[src/rtl/seq_det_event_mon.sv]
// Purpose : counts 1011-detector match pulses, measures inter-match gaps, raises a latched windowed-threshold alert.
// Latency : counters, last_gap and gap_valid update 1 cycle after det_in; alert rises 1 cycle after the closing window cycle.
// Backpres: none; det_in is always sampled, alert is held until alert_ack.
module seq_det_event_mon #(
  parameter int CNT_W  = 8,
  parameter int GAP_W  = 8,
  parameter int WINDOW = 32,
  parameter int THRESH = 4
) (
  input  logic             clk,
  input  logic             reset,
  input  logic             det_in,
  input  logic             enable,
  input  logic             clear,
  input  logic             alert_ack,
  output logic [CNT_W-1:0] match_cnt,
  output logic [GAP_W-1:0] last_gap,
  output logic             gap_valid,
  output logic [CNT_W-1:0] win_hits,
  output logic             alert
);

  // Positions run 0..WINDOW-1, so clog2(WINDOW) bits are enough (WINDOW >= 2).
  localparam int                POS_W    = $clog2(WINDOW);
  localparam logic [POS_W-1:0]  POS_LAST = POS_W'(WINDOW - 1);

  typedef enum logic [1:0] {
    S_IDLE  = 2'd0,
    S_RUN   = 2'd1,
    S_ALERT = 2'd2
  } state_t;

  state_t             state_q, state_d;
  logic [POS_W-1:0]   pos_q, pos_d;
  logic [GAP_W-1:0]   gap_ctr_q, gap_ctr_d;
  logic               seen_q, seen_d;
  logic [CNT_W-1:0]   match_cnt_d;
  logic [GAP_W-1:0]   last_gap_d;
  logic               gap_valid_d;
  logic [CNT_W-1:0]   win_hits_d;
  logic               alert_d;
  logic [CNT_W-1:0]   win_total;

  function automatic logic [CNT_W-1:0] sat_cnt(input logic [CNT_W-1:0] v);
    return (&v) ? v : v + CNT_W'(1);
  endfunction

  function automatic logic [GAP_W-1:0] sat_gap(input logic [GAP_W-1:0] v);
    return (&v) ? v : v + GAP_W'(1);
  endfunction

  // Next-state and datapath: clear beats enable, enable beats alert_ack, alert_ack beats det_in.
  always_comb begin
    state_d     = state_q;
    pos_d       = pos_q;
    gap_ctr_d   = gap_ctr_q;
    seen_d      = seen_q;
    match_cnt_d = match_cnt;
    last_gap_d  = last_gap;
    gap_valid_d = 1'b0;
    win_hits_d  = win_hits;
    alert_d     = alert;
    // Window total including this cycle's pulse, used when closing the window.
    win_total   = det_in ? sat_cnt(win_hits) : win_hits;

    if (clear) begin
      match_cnt_d = '0;
      last_gap_d  = '0;
      win_hits_d  = '0;
      alert_d     = 1'b0;
      pos_d       = '0;
      gap_ctr_d   = '0;
      seen_d      = 1'b0;
      state_d     = enable ? S_RUN : S_IDLE;
    end else if (!enable) begin
      state_d = S_IDLE;
      if (alert_ack) alert_d = 1'b0;
    end else begin
      unique case (state_q)
        S_IDLE: begin
          // Re-enable: fresh window, and the next match starts gap timing anew.
          state_d    = S_RUN;
          pos_d      = '0;
          win_hits_d = '0;
          seen_d     = 1'b0;
          if (alert_ack) alert_d = 1'b0;
        end
        S_RUN: begin
          if (alert_ack) alert_d = 1'b0;
          if (pos_q == POS_LAST) begin
            if (32'(win_total) >= 32'(THRESH)) begin
              state_d    = S_ALERT;
              alert_d    = 1'b1;
              win_hits_d = win_total;
            end else begin
              pos_d      = '0;
              win_hits_d = '0;
            end
          end else begin
            pos_d      = pos_q + POS_W'(1);
            win_hits_d = win_total;
          end
        end
        S_ALERT: begin
          // Window stays paused until acknowledged; a pulse this cycle is not part of the new window.
          if (alert_ack) begin
            alert_d    = 1'b0;
            state_d    = S_RUN;
            pos_d      = '0;
            win_hits_d = '0;
          end
        end
        default: state_d = S_IDLE;
      endcase

      // Total count and gap measurement keep running in RUN and ALERT.
      if (state_q != S_IDLE) begin
        if (det_in) begin
          match_cnt_d = sat_cnt(match_cnt);
          if (seen_q) begin
            last_gap_d  = gap_ctr_q;
            gap_valid_d = 1'b1;
          end
          seen_d    = 1'b1;
          // One cycle will have elapsed when the counter is next sampled.
          gap_ctr_d = GAP_W'(1);
        end else begin
          gap_ctr_d = sat_gap(gap_ctr_q);
        end
      end
    end
  end

  // State and output registers.
  always_ff @(posedge clk or negedge reset) begin
    if (!reset) begin
      state_q   <= S_IDLE;
      pos_q     <= '0;
      gap_ctr_q <= '0;
      seen_q    <= 1'b0;
      match_cnt <= '0;
      last_gap  <= '0;
      gap_valid <= 1'b0;
      win_hits  <= '0;
      alert     <= 1'b0;
    end else begin
      state_q   <= state_d;
      pos_q     <= pos_d;
      gap_ctr_q <= gap_ctr_d;
      seen_q    <= seen_d;
      match_cnt <= match_cnt_d;
      last_gap  <= last_gap_d;
      gap_valid <= gap_valid_d;
      win_hits  <= win_hits_d;
      alert     <= alert_d;
    end
  end

endmodule

[config.mk]
export PLATFORM = sky130hd
export DESIGN_NAME = seq_det_event_mon
export DESIGN_NICKNAME = d
export VERILOG_FILES = /design/src/rtl/seq_det_event_mon.sv
export SDC_FILE = /design/constraint.sdc
export NUM_CORES = 1
export LEC_CHECK = 0
export CORE_UTILIZATION = 35
export CTS_CLUSTER_SIZE = 25
export DETAILED_ROUTE_END_ITERATION = 10
export MAX_ROUTING_LAYER = met4
export PLACE_DENSITY_LB_ADDON = 0.15
export SLEW_MARGIN = 10
export SYNTH_ARGS = -nofsm -noshare
export SYNTH_HDL_FRONTEND = slang
export SYNTH_SLANG_ARGS = --single-unit
[constraint.sdc]
create_clock -name clk -period 1.9 [get_ports clk]
set_input_delay 0.38 -clock clk [delete_from_list [all_inputs] [get_ports clk]]
set_output_delay 0.38 -clock clk [all_outputs]
set_load 0.05 [all_outputs]
==> impl_metrics.toml, run 1 <==
[critical_path]
reg2reg_slack_ps = -2
max_stage_delay_ps = 450
cp_num_buf_inv = 0
cp_slowest_cell = "dfrtp_2"
path_class = "reg -> reg"
path_max_fanout = 7
r2r_cells = 7
path_delay_family = "compound AO/OA/AOI/OAI gates"
path_depth = 7
path_cells = "ha_4 > a211oi_2 > a21oi_2 > nor4_4 > a31oi_4 > a21o_1 > a22o_1"
worstReg2RegEnd = "pos_q[0]"
critPathArrivalTime_ps = 2090
cp-end-kind = "register"
crit_required_ps = 2090
r2r_start = "win_hits[0]"
critPathLaunchType = "register"

[status]
violations = "negative setup slack"
status = "finished with violations"

[timing]
rsz0062_at_grt = "true"
timing.final.ws_setup_ps = -1.57
finalSetupViolations = 2
min_period_over_period = 1.00
final.setup_skew_ps = 7.00
min_period_ps = 1900
hold_violations = 0
holdWs_ps = 33.5
relSlewSlack = 0.664
max_freq_mhz = 526
slew_violations = 0
worst_pin_slew_ps = 503

[routing]
vias = 2064
vias_per_cell = 5.10
met2_wirelength_um = 2540
antenna_left = 0
drc = 0
wirelength_met1_um = 2790
drt_pass1_iterations = 4
drt_wl_total_um = 5570
routed-wl-met3_um = 137
drt_iter0_markers = 62
wl_per_cell_um = 13.7
top_layer = "met4"

[global_route]
grt_max_degree = 24
antenna_found_initial = 0
grtUsageTotal = 0.172
grt_pass1_vias = 1983
grt_pass1_wl_um = 9250
grt-ovfl-total = 0

[yosys]
synthXorXnorAreaFrac = 0.0536
yosysSeqAreaShare = 0.460
synth_fa_ha_area_frac = 0.0492
synthesis.nets = 265
synth_mux_area_frac = 0.00438
synth-simple-area-share = 0.229
avgSynthCellArea_um2 = 9.15
synthCells = 250
synth_enable_flop_cells = 0
synth_compound_area_frac = 0.181
synth_top_family_by_area = "simple AND/OR/NAND/NOR gates"
netlist_area_um2 = 2290
async_reset_ff_frac = 1.00
ys_seq_elements = 42
synth_cell_type_count = 44
synth_top_flop_cell = "dfrtp_1"
yosysWarnings = 0

[place]
dp_hpwl_um = 4000
dp_slack_ps = -470
gp_congestion = 0.803
numPortBuffers = 31

[power_and_ir_drop]
peakVddDrop_v = 0.000276
power.density_nw_per_um2 = 629
p_int_w = 0.00145
switchingPower_w = 0.000541
combPwrFrac = 0.168
seqPwrFrac = 0.469
p_leak_nw = 1.46
power.share.switching = 0.271
clockPowerShare = 0.363

[cells_and_area]
antenna_cells = 0
drive_gt1_frac = 0.329
fin_util = 0.503
fillers = 621
syn_to_final_growth_pct = 38.7
fin_nets = 342

[floorplanning]
core-area_um2 = 6310
die_h_um = 82.8
dieArea_um2 = 6860
start_util = 0.362
ios = 32
fp.dieW_um = 82.8
rows = 29

[clock_tree]
cts.clk_slew.worst_paths_ps = 90
clock_latency_ps = 300
cts_tree = "done"
clock_sinks = 42
numCtsBuffers = 5
htree_levels = 2
ctsRootBufferMaster = "clkbuf_8"
cts_buffer_depth = 2

[min_path]
hold_class = "in -> async"

[run]
max_cap_viol_count = 0
stage by stage:
stage          cells  setup TNS, ps  cell area, um2  power (W)
2_1_floorplan    250           -136            2350    0.00112
5_1_grt          405           -607            3170    0.00209
6_report         405          -2.80            3170    0.00199
3_3_place_gp     390          -6080            2980    0.00127
4_1_cts          400        -0.0218            3110    0.00200
3_5_place_dp     390          -7220            2980    0.00127
kinds of logic (layout without fill, tap and decap cells):
group / after synthesis / after routing
multiplexers: 1 / 1
AO/OA/AOI/OAI: 62 / 62
buffers and inverters: 14 / 92
XOR/XNOR: 14 / 14
flip-flops: 42 / 42
AND/OR/NAND/NOR: 108 / 108
adder cells (fa/ha/maj): 9 / 9
routing by layer:
metal	global-route usage	vias up
met3	0.0268	8
li1	-	1034
met5	-	-
met4	0.0815	0
met1	0.227	994
met2	0.261	28
synthesized netlist by cell type, drive strengths merged, types with 2 or more instances:
master	number	share of area
a211oi	2	0.0066
a21boi	2	0.0066
a21o	3	0.0098
a21oi	24	0.053
a22o	4	0.015
a31oi	4	0.014
a41oi	3	0.018
and3	9	0.025
buf	3	0.0060
clkbuf	5	0.0082
dfrtp	42	0.46
ha	9	0.049
inv	6	0.0098
nand2	35	0.057
nand2b	2	0.0055
nand3	6	0.013
nand3b	2	0.0066
nand4	7	0.019
nor2	35	0.057
nor2b	2	0.0055
nor3	3	0.0066
o21ai	12	0.026
xnor2	3	0.011
xor2	11	0.042
worst reg2reg max path: stages, from the launching register on:
cell      delay (ps)
dfrtp_2          450
ha_4             190
a211oi_2         190
a21oi_2           70
nor4_4           250
a31oi_4          190
a21o_1           250
a22o_1           210
power groups by stage:
stage	clock network, W	registers [W]	logic (W)
after detailed placement	0	0.000956	0.000312
after CTS	0.000748	0.000938	0.000314
after floorplan	0	0.000986	0.000131
final	0.000724	0.000935	0.000336
after global routing	0.000780	0.000938	0.000371
after global placement	0	0.000956	0.000309
layout by cell type, fill, tap and decap left out, drive strengths merged, types with 2 or more instances in the layout:
| master | n |
|---|---|
| nor2 | 35 |
| a41oi | 3 |
| a21o | 3 |
| a21oi | 24 |
| ha | 9 |
| a21boi | 2 |
| a211oi | 2 |
| nand2b | 2 |
| nand3b | 2 |
| and3 | 9 |
| nor3 | 3 |
| inv | 6 |
| nand4 | 7 |
| dfrtp | 42 |
| o21ai | 12 |
| nand3 | 6 |
| xnor2 | 3 |
| buf | 69 |
| a22o | 4 |
| clkbuf | 6 |
| nor2b | 2 |
| a31oi | 4 |
| clkdlybuf4s50 | 7 |
| nand2 | 35 |
| xor2 | 11 |
state kept, by name, indices dropped and copies added (netlist names):
name       flops
alert          1
win_hits       8
state_q        2
gap_valid      1
seen_q         1
match_cnt      8
gap_ctr_q      8
last_gap       8
pos_q          5
how the worst max path moves through the flow:
stage                      startpoint     endpoint  slack, ps
after detailed placement       det_in     pos_q[0]       -470
after global routing      win_hits[0]  win_hits[1]       -110
after floorplan           win_hits[0]     pos_q[0]        -50
final                     win_hits[0]     pos_q[0]         -2
after CTS                 win_hits[0]     pos_q[0]      -0.02
after global placement         det_in     pos_q[0]       -410
layout make-up:
cell class | instances | area, um2 | share of cell area
inverter | 6 | 22.5 | 0.00710
timing repair buffer | 78 | 619 | 0.195
clock buffer | 6 | 72.6 | 0.0229
clock inverter | 2 | 37.5 | 0.0118
sequential | 42 | 1060 | 0.335
multi-input combinational | 194 | 1260 | 0.398
tap | 77 | 96.3 | 0.0304
repair_timing:
action,4_1_cts,5_1_grt
pin swaps,5,10
gates resized for setup,3,11
endpoints found under the setup margin,9,38
setup buffers,2,5
hold buffers,0,0
(Power assumes the default switching activity.)
==> run 2: changes to the inputs <==
- CAP_MARGIN: unset -> 20
- CTS_CLUSTER_DIAMETER: unset -> 200
==> results of run 2 <==
The final DEF is identical to that of run 1; final timing and power are the same.
